===== src/rtl/packet_filter_fifo_if.sv =====
// Beat-stream bundle between the header parser, the packet filter FIFO and its consumer.
// The master side is the parser/consumer. The slave side is the filter FIFO.
interface packet_filter_fifo_if #(
  parameter int WIDTH_DATA_BYTES  = 8,
  parameter int WIDTH_HDR_A_BYTES = 6,
  parameter int WIDTH_HDR_B_BYTES = 4
);
  logic                           in_valid;
  logic                           in_sop;
  logic                           in_eop;
  logic [WIDTH_DATA_BYTES-1:0]    in_byteen;
  logic [WIDTH_DATA_BYTES*8-1:0]  in_data;
  logic [WIDTH_HDR_A_BYTES*8-1:0] in_headerA;
  logic [WIDTH_HDR_B_BYTES*8-1:0] in_headerB;

  logic                           out_valid;
  logic                           out_ready;
  logic                           out_sop;
  logic                           out_eop;
  logic [WIDTH_DATA_BYTES-1:0]    out_byteen;
  logic [WIDTH_DATA_BYTES*8-1:0]  out_data;
  logic [WIDTH_HDR_B_BYTES*8-1:0] out_headerB;

  modport master (
    output in_valid, in_sop, in_eop, in_byteen, in_data, in_headerA, in_headerB,
    output out_ready,
    input  out_valid, out_sop, out_eop, out_byteen, out_data, out_headerB
  );

  modport slave (
    input  in_valid, in_sop, in_eop, in_byteen, in_data, in_headerA, in_headerB,
    input  out_ready,
    output out_valid, out_sop, out_eop, out_byteen, out_data, out_headerB
  );
endinterface


===== src/rtl/packet_filter_fifo.sv =====
// Address filter plus a first-word-fall-through packet FIFO behind a one-beat stage register.
// state   | meaning
// IDLE    | between packets, waiting for sop
// ACCEPT  | storing beats of an admitted packet
// DISCARD | dropping beats until eop (or a fresh sop)
module packet_filter_fifo #(
  parameter int WIDTH_DATA_BYTES  = 8,
  parameter int WIDTH_HDR_A_BYTES = 6,
  parameter int WIDTH_HDR_B_BYTES = 4,
  parameter int FIFO_DEPTH        = 16,
  parameter int MAX_PKT_BEATS     = 8
) (
  input  logic                               clk_host,
  input  logic                               rst_n,
  packet_filter_fifo_if.slave                pkt,
  input  logic                               cfg_match_en,
  input  logic [WIDTH_HDR_A_BYTES*8-1:0]     cfg_match_addr,
  output logic [$clog2(FIFO_DEPTH):0]        fifo_level,
  output logic [15:0]                        cnt_accepted,
  output logic [15:0]                        cnt_drop_filter,
  output logic [15:0]                        cnt_drop_full,
  output logic [15:0]                        cnt_truncated
);
  localparam int AW = $clog2(FIFO_DEPTH);
  localparam int LW = AW + 1;
  localparam int BW = $clog2(MAX_PKT_BEATS + 1);

  typedef enum logic [1:0] {S_IDLE, S_ACCEPT, S_DISCARD} state_t;

  typedef struct packed {
    logic                           sop;
    logic                           eop;
    logic [WIDTH_DATA_BYTES-1:0]    be;
    logic [WIDTH_DATA_BYTES*8-1:0]  data;
    logic [WIDTH_HDR_B_BYTES*8-1:0] hdrb;
  } entry_t;

  state_t          state, state_nxt;
  logic [BW-1:0]   beat_cnt;
  entry_t          stg;
  logic            stg_vld;
  entry_t          mem [FIFO_DEPTH];
  entry_t          head, wr_entry;
  logic [AW-1:0]   wr_ptr, rd_ptr;
  logic [LW-1:0]   fifo_cnt;

  logic sop_in, filt_rej, space_rej, admit;
  logic take, take_eop, trunc_max, flush_early, fifo_wr, pop;

  assign fifo_level = fifo_cnt + {{AW{1'b0}}, stg_vld};

  // Admission decision; cfg_* only matter on the sop beat.
  always_comb begin
    sop_in    = pkt.in_valid && pkt.in_sop;
    filt_rej  = cfg_match_en && (pkt.in_headerA != cfg_match_addr) && (pkt.in_headerA != '1);
    space_rej = (LW'(FIFO_DEPTH) - fifo_level) < LW'(MAX_PKT_BEATS);
    admit     = sop_in && !filt_rej && !space_rej;
  end

  always_ff @(posedge clk_host or negedge rst_n) begin
    if (!rst_n) state <= S_IDLE;
    else        state <= state_nxt;
  end

  always_comb begin
    state_nxt = state;
    if (sop_in) begin
      if (!admit)          state_nxt = S_DISCARD;
      else if (pkt.in_eop) state_nxt = S_IDLE;
      else                 state_nxt = S_ACCEPT;
    end else if (pkt.in_valid) begin
      case (state)
        S_ACCEPT: begin
          if (pkt.in_eop)     state_nxt = S_IDLE;
          else if (trunc_max) state_nxt = S_DISCARD;
        end
        S_DISCARD: if (pkt.in_eop) state_nxt = S_IDLE;
        default: ;
      endcase
    end
  end

  always_comb begin
    trunc_max   = (state == S_ACCEPT) && pkt.in_valid && !pkt.in_sop && !pkt.in_eop &&
                  (beat_cnt == BW'(MAX_PKT_BEATS - 1));
    take        = admit || ((state == S_ACCEPT) && pkt.in_valid && !pkt.in_sop);
    take_eop    = pkt.in_eop || trunc_max;
    // Any sop closes off a half-built packet still sitting in the stage.
    flush_early = stg_vld && !stg.eop && sop_in;
    fifo_wr     = stg_vld && (stg.eop || sop_in || take);
    wr_entry     = stg;
    wr_entry.eop = stg.eop || flush_early;
  end

  assign pop = pkt.out_valid && pkt.out_ready;

  function automatic logic [15:0] sat_inc(input logic [15:0] v, input logic en);
    return (en && v != 16'hFFFF) ? v + 16'd1 : v;
  endfunction

  always_ff @(posedge clk_host or negedge rst_n) begin
    if (!rst_n) begin
      stg             <= '0;
      stg_vld         <= 1'b0;
      beat_cnt        <= '0;
      wr_ptr          <= '0;
      rd_ptr          <= '0;
      fifo_cnt        <= '0;
      cnt_accepted    <= '0;
      cnt_drop_filter <= '0;
      cnt_drop_full   <= '0;
      cnt_truncated   <= '0;
    end else begin
      if (take) begin
        stg_vld  <= 1'b1;
        stg.sop  <= pkt.in_sop;
        stg.eop  <= take_eop;
        stg.be   <= pkt.in_byteen;
        stg.data <= pkt.in_data;
        stg.hdrb <= pkt.in_headerB;
      end else if (fifo_wr) begin
        stg_vld  <= 1'b0;
      end

      if (admit)     beat_cnt <= BW'(1);
      else if (take) beat_cnt <= beat_cnt + 1'b1;

      if (fifo_wr) wr_ptr <= wr_ptr + 1'b1;
      if (pop)     rd_ptr <= rd_ptr + 1'b1;
      case ({fifo_wr, pop})
        2'b10:   fifo_cnt <= fifo_cnt + 1'b1;
        2'b01:   fifo_cnt <= fifo_cnt - 1'b1;
        default: ;
      endcase

      cnt_accepted    <= sat_inc(cnt_accepted, admit);
      cnt_drop_filter <= sat_inc(cnt_drop_filter, sop_in && filt_rej);
      cnt_drop_full   <= sat_inc(cnt_drop_full, sop_in && !filt_rej && space_rej);
      cnt_truncated   <= sat_inc(cnt_truncated, trunc_max || flush_early);
    end
  end

  always_ff @(posedge clk_host) begin
    if (fifo_wr) mem[wr_ptr] <= wr_entry;
  end

  assign head            = mem[rd_ptr];
  assign pkt.out_valid   = (fifo_cnt != '0);
  assign pkt.out_sop     = pkt.out_valid && head.sop;
  assign pkt.out_eop     = pkt.out_valid && head.eop;
  assign pkt.out_byteen  = pkt.out_valid ? head.be   : '0;
  assign pkt.out_data    = pkt.out_valid ? head.data : '0;
  assign pkt.out_headerB = pkt.out_valid ? head.hdrb : '0;
endmodule


===== src/flat_wrapper.sv =====
// flat-port wrapper written by rule: the top's interface ports become plain ports
module packet_filter_fifo_flat 
#(
  parameter int WIDTH_DATA_BYTES  = 8,
  parameter int WIDTH_HDR_A_BYTES = 6,
  parameter int WIDTH_HDR_B_BYTES = 4,
  parameter int FIFO_DEPTH        = 16,
  parameter int MAX_PKT_BEATS     = 8
)
  (clk_host, rst_n, cfg_match_en, cfg_match_addr, fifo_level, cnt_accepted, cnt_drop_filter, cnt_drop_full, cnt_truncated, pkt_in_valid, pkt_in_sop, pkt_in_eop, pkt_in_byteen, pkt_in_data, pkt_in_headerA, pkt_in_headerB, pkt_out_ready, pkt_out_valid, pkt_out_sop, pkt_out_eop, pkt_out_byteen, pkt_out_data, pkt_out_headerB);
  packet_filter_fifo_if #(.WIDTH_DATA_BYTES(WIDTH_DATA_BYTES), .WIDTH_HDR_A_BYTES(WIDTH_HDR_A_BYTES), .WIDTH_HDR_B_BYTES(WIDTH_HDR_B_BYTES)) pkt_i ();
  input  logic clk_host;
  input  logic rst_n;
  input  logic cfg_match_en;
  input  logic [WIDTH_HDR_A_BYTES*8-1:0] cfg_match_addr;
  output logic [$clog2(FIFO_DEPTH):0] fifo_level;
  output logic [15:0] cnt_accepted;
  output logic [15:0] cnt_drop_filter;
  output logic [15:0] cnt_drop_full;
  output logic [15:0] cnt_truncated;
  input wire logic [$bits(pkt_i.in_valid)-1:0] pkt_in_valid;
  input wire logic [$bits(pkt_i.in_sop)-1:0] pkt_in_sop;
  input wire logic [$bits(pkt_i.in_eop)-1:0] pkt_in_eop;
  input wire logic [$bits(pkt_i.in_byteen)-1:0] pkt_in_byteen;
  input wire logic [$bits(pkt_i.in_data)-1:0] pkt_in_data;
  input wire logic [$bits(pkt_i.in_headerA)-1:0] pkt_in_headerA;
  input wire logic [$bits(pkt_i.in_headerB)-1:0] pkt_in_headerB;
  input wire logic [$bits(pkt_i.out_ready)-1:0] pkt_out_ready;
  output wire logic [$bits(pkt_i.out_valid)-1:0] pkt_out_valid;
  output wire logic [$bits(pkt_i.out_sop)-1:0] pkt_out_sop;
  output wire logic [$bits(pkt_i.out_eop)-1:0] pkt_out_eop;
  output wire logic [$bits(pkt_i.out_byteen)-1:0] pkt_out_byteen;
  output wire logic [$bits(pkt_i.out_data)-1:0] pkt_out_data;
  output wire logic [$bits(pkt_i.out_headerB)-1:0] pkt_out_headerB;
  assign pkt_i.in_valid = pkt_in_valid;
  assign pkt_i.in_sop = pkt_in_sop;
  assign pkt_i.in_eop = pkt_in_eop;
  assign pkt_i.in_byteen = pkt_in_byteen;
  assign pkt_i.in_data = pkt_in_data;
  assign pkt_i.in_headerA = pkt_in_headerA;
  assign pkt_i.in_headerB = pkt_in_headerB;
  assign pkt_i.out_ready = pkt_out_ready;
  assign pkt_out_valid = pkt_i.out_valid;
  assign pkt_out_sop = pkt_i.out_sop;
  assign pkt_out_eop = pkt_i.out_eop;
  assign pkt_out_byteen = pkt_i.out_byteen;
  assign pkt_out_data = pkt_i.out_data;
  assign pkt_out_headerB = pkt_i.out_headerB;
  packet_filter_fifo #(.WIDTH_DATA_BYTES(WIDTH_DATA_BYTES), .WIDTH_HDR_A_BYTES(WIDTH_HDR_A_BYTES), .WIDTH_HDR_B_BYTES(WIDTH_HDR_B_BYTES), .FIFO_DEPTH(FIFO_DEPTH), .MAX_PKT_BEATS(MAX_PKT_BEATS)) u_core (.clk_host(clk_host), .rst_n(rst_n), .pkt(pkt_i), .cfg_match_en(cfg_match_en), .cfg_match_addr(cfg_match_addr), .fifo_level(fifo_level), .cnt_accepted(cnt_accepted), .cnt_drop_filter(cnt_drop_filter), .cnt_drop_full(cnt_drop_full), .cnt_truncated(cnt_truncated));
endmodule

===== config.mk =====
export PLATFORM = sky130hd
export DESIGN_NAME = packet_filter_fifo_flat
export DESIGN_NICKNAME = d
export VERILOG_FILES = /design/src/rtl/packet_filter_fifo_if.sv /design/src/rtl/packet_filter_fifo.sv /design/src/flat_wrapper.sv
export SDC_FILE = /design/constraint.sdc
export NUM_CORES = 2
export LEC_CHECK = 0
export CAP_MARGIN = 10
export CORE_ASPECT_RATIO = 0.8
export CORE_MARGIN = 2
export CORE_UTILIZATION = 45
export DETAILED_ROUTE_END_ITERATION = 8
export DONT_BUFFER_PORTS = 1
export SYNTH_ARGS = -nofsm -noshare
export SYNTH_HDL_FRONTEND = slang
export SYNTH_SLANG_ARGS = --single-unit

===== constraint.sdc =====
create_clock -name clk_host -period 14.2 [get_ports clk_host]
set_clock_uncertainty 0.05 [all_clocks]
set_input_delay 2.84 -clock clk_host [delete_from_list [all_inputs] [get_ports clk_host]]
set_output_delay 2.84 -clock clk_host [all_outputs]
set_load 0.01 [all_outputs]

==> impl_metrics.py <==
metrics = {
    "status": {
        "status": "finished clean",
    },
    "pwr": {
        "leakagePower_uw": 0.02641,
        "power_uw": 17150,
        "irDropWorstVdd_mv": 0.1658,
        "power.density_nw_per_um2": 208.0,
    },
    "synthesis": {
        "synth_top_area_cell": "edfxtp_1",
        "seq_area_frac_synth_pct": 75.81,
        "syn-num-nets": 3460,
        "synth_seq_cells": 1886,
        "synth.yosys.warnings": 0,
        "ys.flop_type": "edfxtp_1",
        "synthTopCellsByCount": "edfxtp_1, mux4_2, dfrtp_1",
        "syn-cell-area_um2": 73450,
        "yosysMostFrequentCell": "edfxtp_1",
        "synth_edf_count": 1696,
        "synthTopCellsByArea": "edfxtp_1, mux4_2, dfrtp_1, mux2_2, xnor2_1",
        "synth-async-reset-ratio_pct": 10.07,
        "synthDistinctLibCells": 55,
        "yosysTopAreaCellShare_pct": 69.34,
        "synth_cells": 3236,
        "synth.avg_cell_area_um2": 22.70,
    },
    "cts": {
        "cts_setup_buffers": 0,
        "cts_num_sinks": 1886,
        "cts_resized": 0,
        "clock_path_buffers": 3,
        "postCtsHoldBufs": 0,
        "clock_latency_ns": 0.80,
        "cts_max_level": 4,
        "clk_pin_slew_worst_paths_ns": 0.06,
        "root_buffer": "clkbuf_16",
        "cts_inserted_buffers": 183,
        "cts_tree": "yes",
    },
    "global_route": {
        "grt_max_degree": 191,
        "grt_pass1_wl_mm": 253.1,
        "antenna_found_initial": 27,
        "grt_overflow": 0,
        "grt_pass1_vias": 35540,
        "grt_util_all_layers_pct": 21.20,
    },
    "flow_run": {
        "maxCapViolCount": 0,
    },
    "layout": {
        "drive_gt1_share_pct": 28.91,
        "post-route-util_pct": 50.87,
        "stdcell_count": 5622,
        "nNetsFinal": 3537,
        "area_delta_synth_final_pct": 12.22,
    },
    "hold_path": {
        "whs_path_depth": 1,
        "min-delay-start": "u_core.fifo_cnt[4]$_DFFE_PN0P_",
        "whs_endpoint": "u_core.fifo_cnt[4]$_DFFE_PN0P_",
        "holdCritPathClass": "reg -> reg",
    },
    "worst_setup_path": {
        "required_ns": 11.31,
        "rr_startpoint": "u_core.stg_vld$_DFFE_PN0P_",
        "r2r_cells": 10,
        "arrival_ns": 5.40,
        "cp-start-kind": "flip-flop",
        "r2r-end": "u_core.stg[102]$_DFFE_PN0P_",
        "regToRegSetupSlack_ns": 9.39,
        "path_class": "reg -> out",
        "crit_path_max_fanout": 128,
        "endpoint_kind": "primary output",
    },
    "floorplanning": {
        "start_util_pct": 45.33,
        "die_w_um": 455.7,
        "dieArea_um2": 166500,
        "ios": 383,
        "core-area_um2": 162000,
        "fp.dieH_um": 365.4,
        "rows": 132,
    },
    "placed_design": {
        "place_inst": 5272,
        "io_buffers": 0,
        "hpwl_mm": 87.53,
        "place_congestion": 0.9211,
    },
    "sta": {
        "setup_viol": 0,
        "slew_violations": 0,
        "period_minus_slack_ns": 8.285,
        "rsz0062_at_grt": "no",
        "finalHoldViolations": 0,
        "fmax_ghz": 0.1207,
        "fin_setup_tns_ns": 0,
        "slew_headroom_pct": 19.26,
        "period_share_pct": 58.35,
        "worst_pin_slew_ns": 1.211,
    },
    "routing": {
        "dr_total_vias": 33540,
        "wirelength_mm": 175.9,
        "viasPerCell": 5.966,
        "drtPass1Iterations": 5,
        "drt_iter0_drc": 3757,
        "ant_nets": 0,
        "drc": 0,
        "wl_per_cell_um": 31.29,
    },
}
## worst max path at each step
stage | endpoint | from | cells after the start | slack, ns
3_3_place_gp | pkt_out_headerB[2] | u_core.rd_ptr[1]$_DFFE_PN0P_ | 6 | 6.90
4_1_cts | pkt_out_headerB[2] | u_core.rd_ptr[1]$_DFFE_PN0P_ | 6 | 5.88
3_5_place_dp | pkt_out_headerB[2] | u_core.rd_ptr[1]$_DFFE_PN0P_ | 6 | 6.77
5_1_grt | pkt_out_headerB[2] | u_core.rd_ptr[1]$_DFFE_PN0P_ | 6 | 5.75
6_report | pkt_out_headerB[2] | u_core.rd_ptr[1]$_DFFE_PN0P_ | 6 | 5.91
2_1_floorplan | u_core.mem[11][0]$_DFFE_PP_ | pkt_in_valid | 7 | 1.94
## final cells by class
| cell class | instances | area (um^2) |
|---|---|---|
| Timing Repair Buffer | 57 | 578.1 |
| Multi-Input combinational cell | 1173 | 17090 |
| Clock inverter | 99 | 1245 |
| Tap cell | 2144 | 2683 |
| Inverter | 12 | 45.04 |
| Fill cell | 12370 | 79590 |
| Antenna cell | 5 | 12.51 |
| Sequential cell | 1886 | 55700 |
| Clock buffer | 246 | 5071 |
## critical path, stage by stage, from the launching register on
cell and delay, ns:
dfrtp_4 0.89, buf_4 0.74, buf_12 0.53, buf_4 0.79, mux4_2 0.42, mux4_2 0.57, and2_1 0.24
## flip-flops by register name (all words and copies together), names as in the netlist
register	cells
u_core.beat_cnt	4
u_core.cnt_accepted	16
u_core.cnt_drop_filter	16
u_core.cnt_drop_full	16
u_core.cnt_truncated	16
u_core.fifo_cnt	5
u_core.mem	1696
u_core.rd_ptr	4
u_core.state	2
u_core.stg	106
u_core.stg_vld	1
u_core.wr_ptr	4
## through the flow
step                      setup WS (ns)  hold slack, ns  area, um^2
final                             5.915          0.4692       82430
after detailed placement          6.768          0.4621       76100
after global placement            6.898          0.4628       76100
after global routing              5.755          0.4897       82420
after floorplan                   1.940          0.4312       73450
after CTS                         5.878          0.4766       82410
## per-layer routing
layer	GRT usage [%]	wire, um
met4	5.987	4430
met3	4.456	12890
met1	28.12	70110
met5	0	57
met2	35.74	88410
## power breakdown
part | internal [uW] | switching, uW | leakage [uW]
Clock | 2970 | 2070 | 0.00306
Combinational | 2020 | 2010 | 0.00571
Sequential | 7170 | 910 | 0.0176
Total | 12200 | 4980 | 0.0264
## layout by cell type, fill, tap and decap left out, types with 5 or more instances in the layout
cell        count
or4_1           6
clkinvlp_4      7
mux2_4         39
nand2b_1        5
nor3_1         12
clkinv_2       22
nor2_1         21
inv_1          12
clkinv_8        5
nand3_1        32
buf_4          45
mux2_2         74
clkbuf_16     187
xnor2_1        86
and4_1          7
nor2_4         10
nand4_1        49
xor2_1         37
clkbuf_8       17
o2111ai_1       5
dfrtp_1       186
clkinv_1       31
nand2_1        36
ha_1           17
nor4_1         20
mux4_2        530
edfxtp_1     1696
buf_12         12
and2_1        115
and3_1         17
clkbuf_1       42
a21oi_1         7
bufinv_16      25
diode_2         5
## kinds of logic (layout without fill, tap and decap cells)
kind of cell             Yosys count  count (layout)  share of synthesized area, %
buffers and inverters            177             414                         1.099
other                              0               5                             0
flip-flops                      1886            1886                         75.81
AO/OA/AOI/OAI                     31              31                        0.2964
multiplexers                     645             645                         18.21
adder cells (fa/ha/maj)           17              17                        0.2896
AND/OR/NAND/NOR                  357             357                         2.829
XOR/XNOR                         123             123                         1.467
Note: power is estimated with default switching activity, not from simulation.
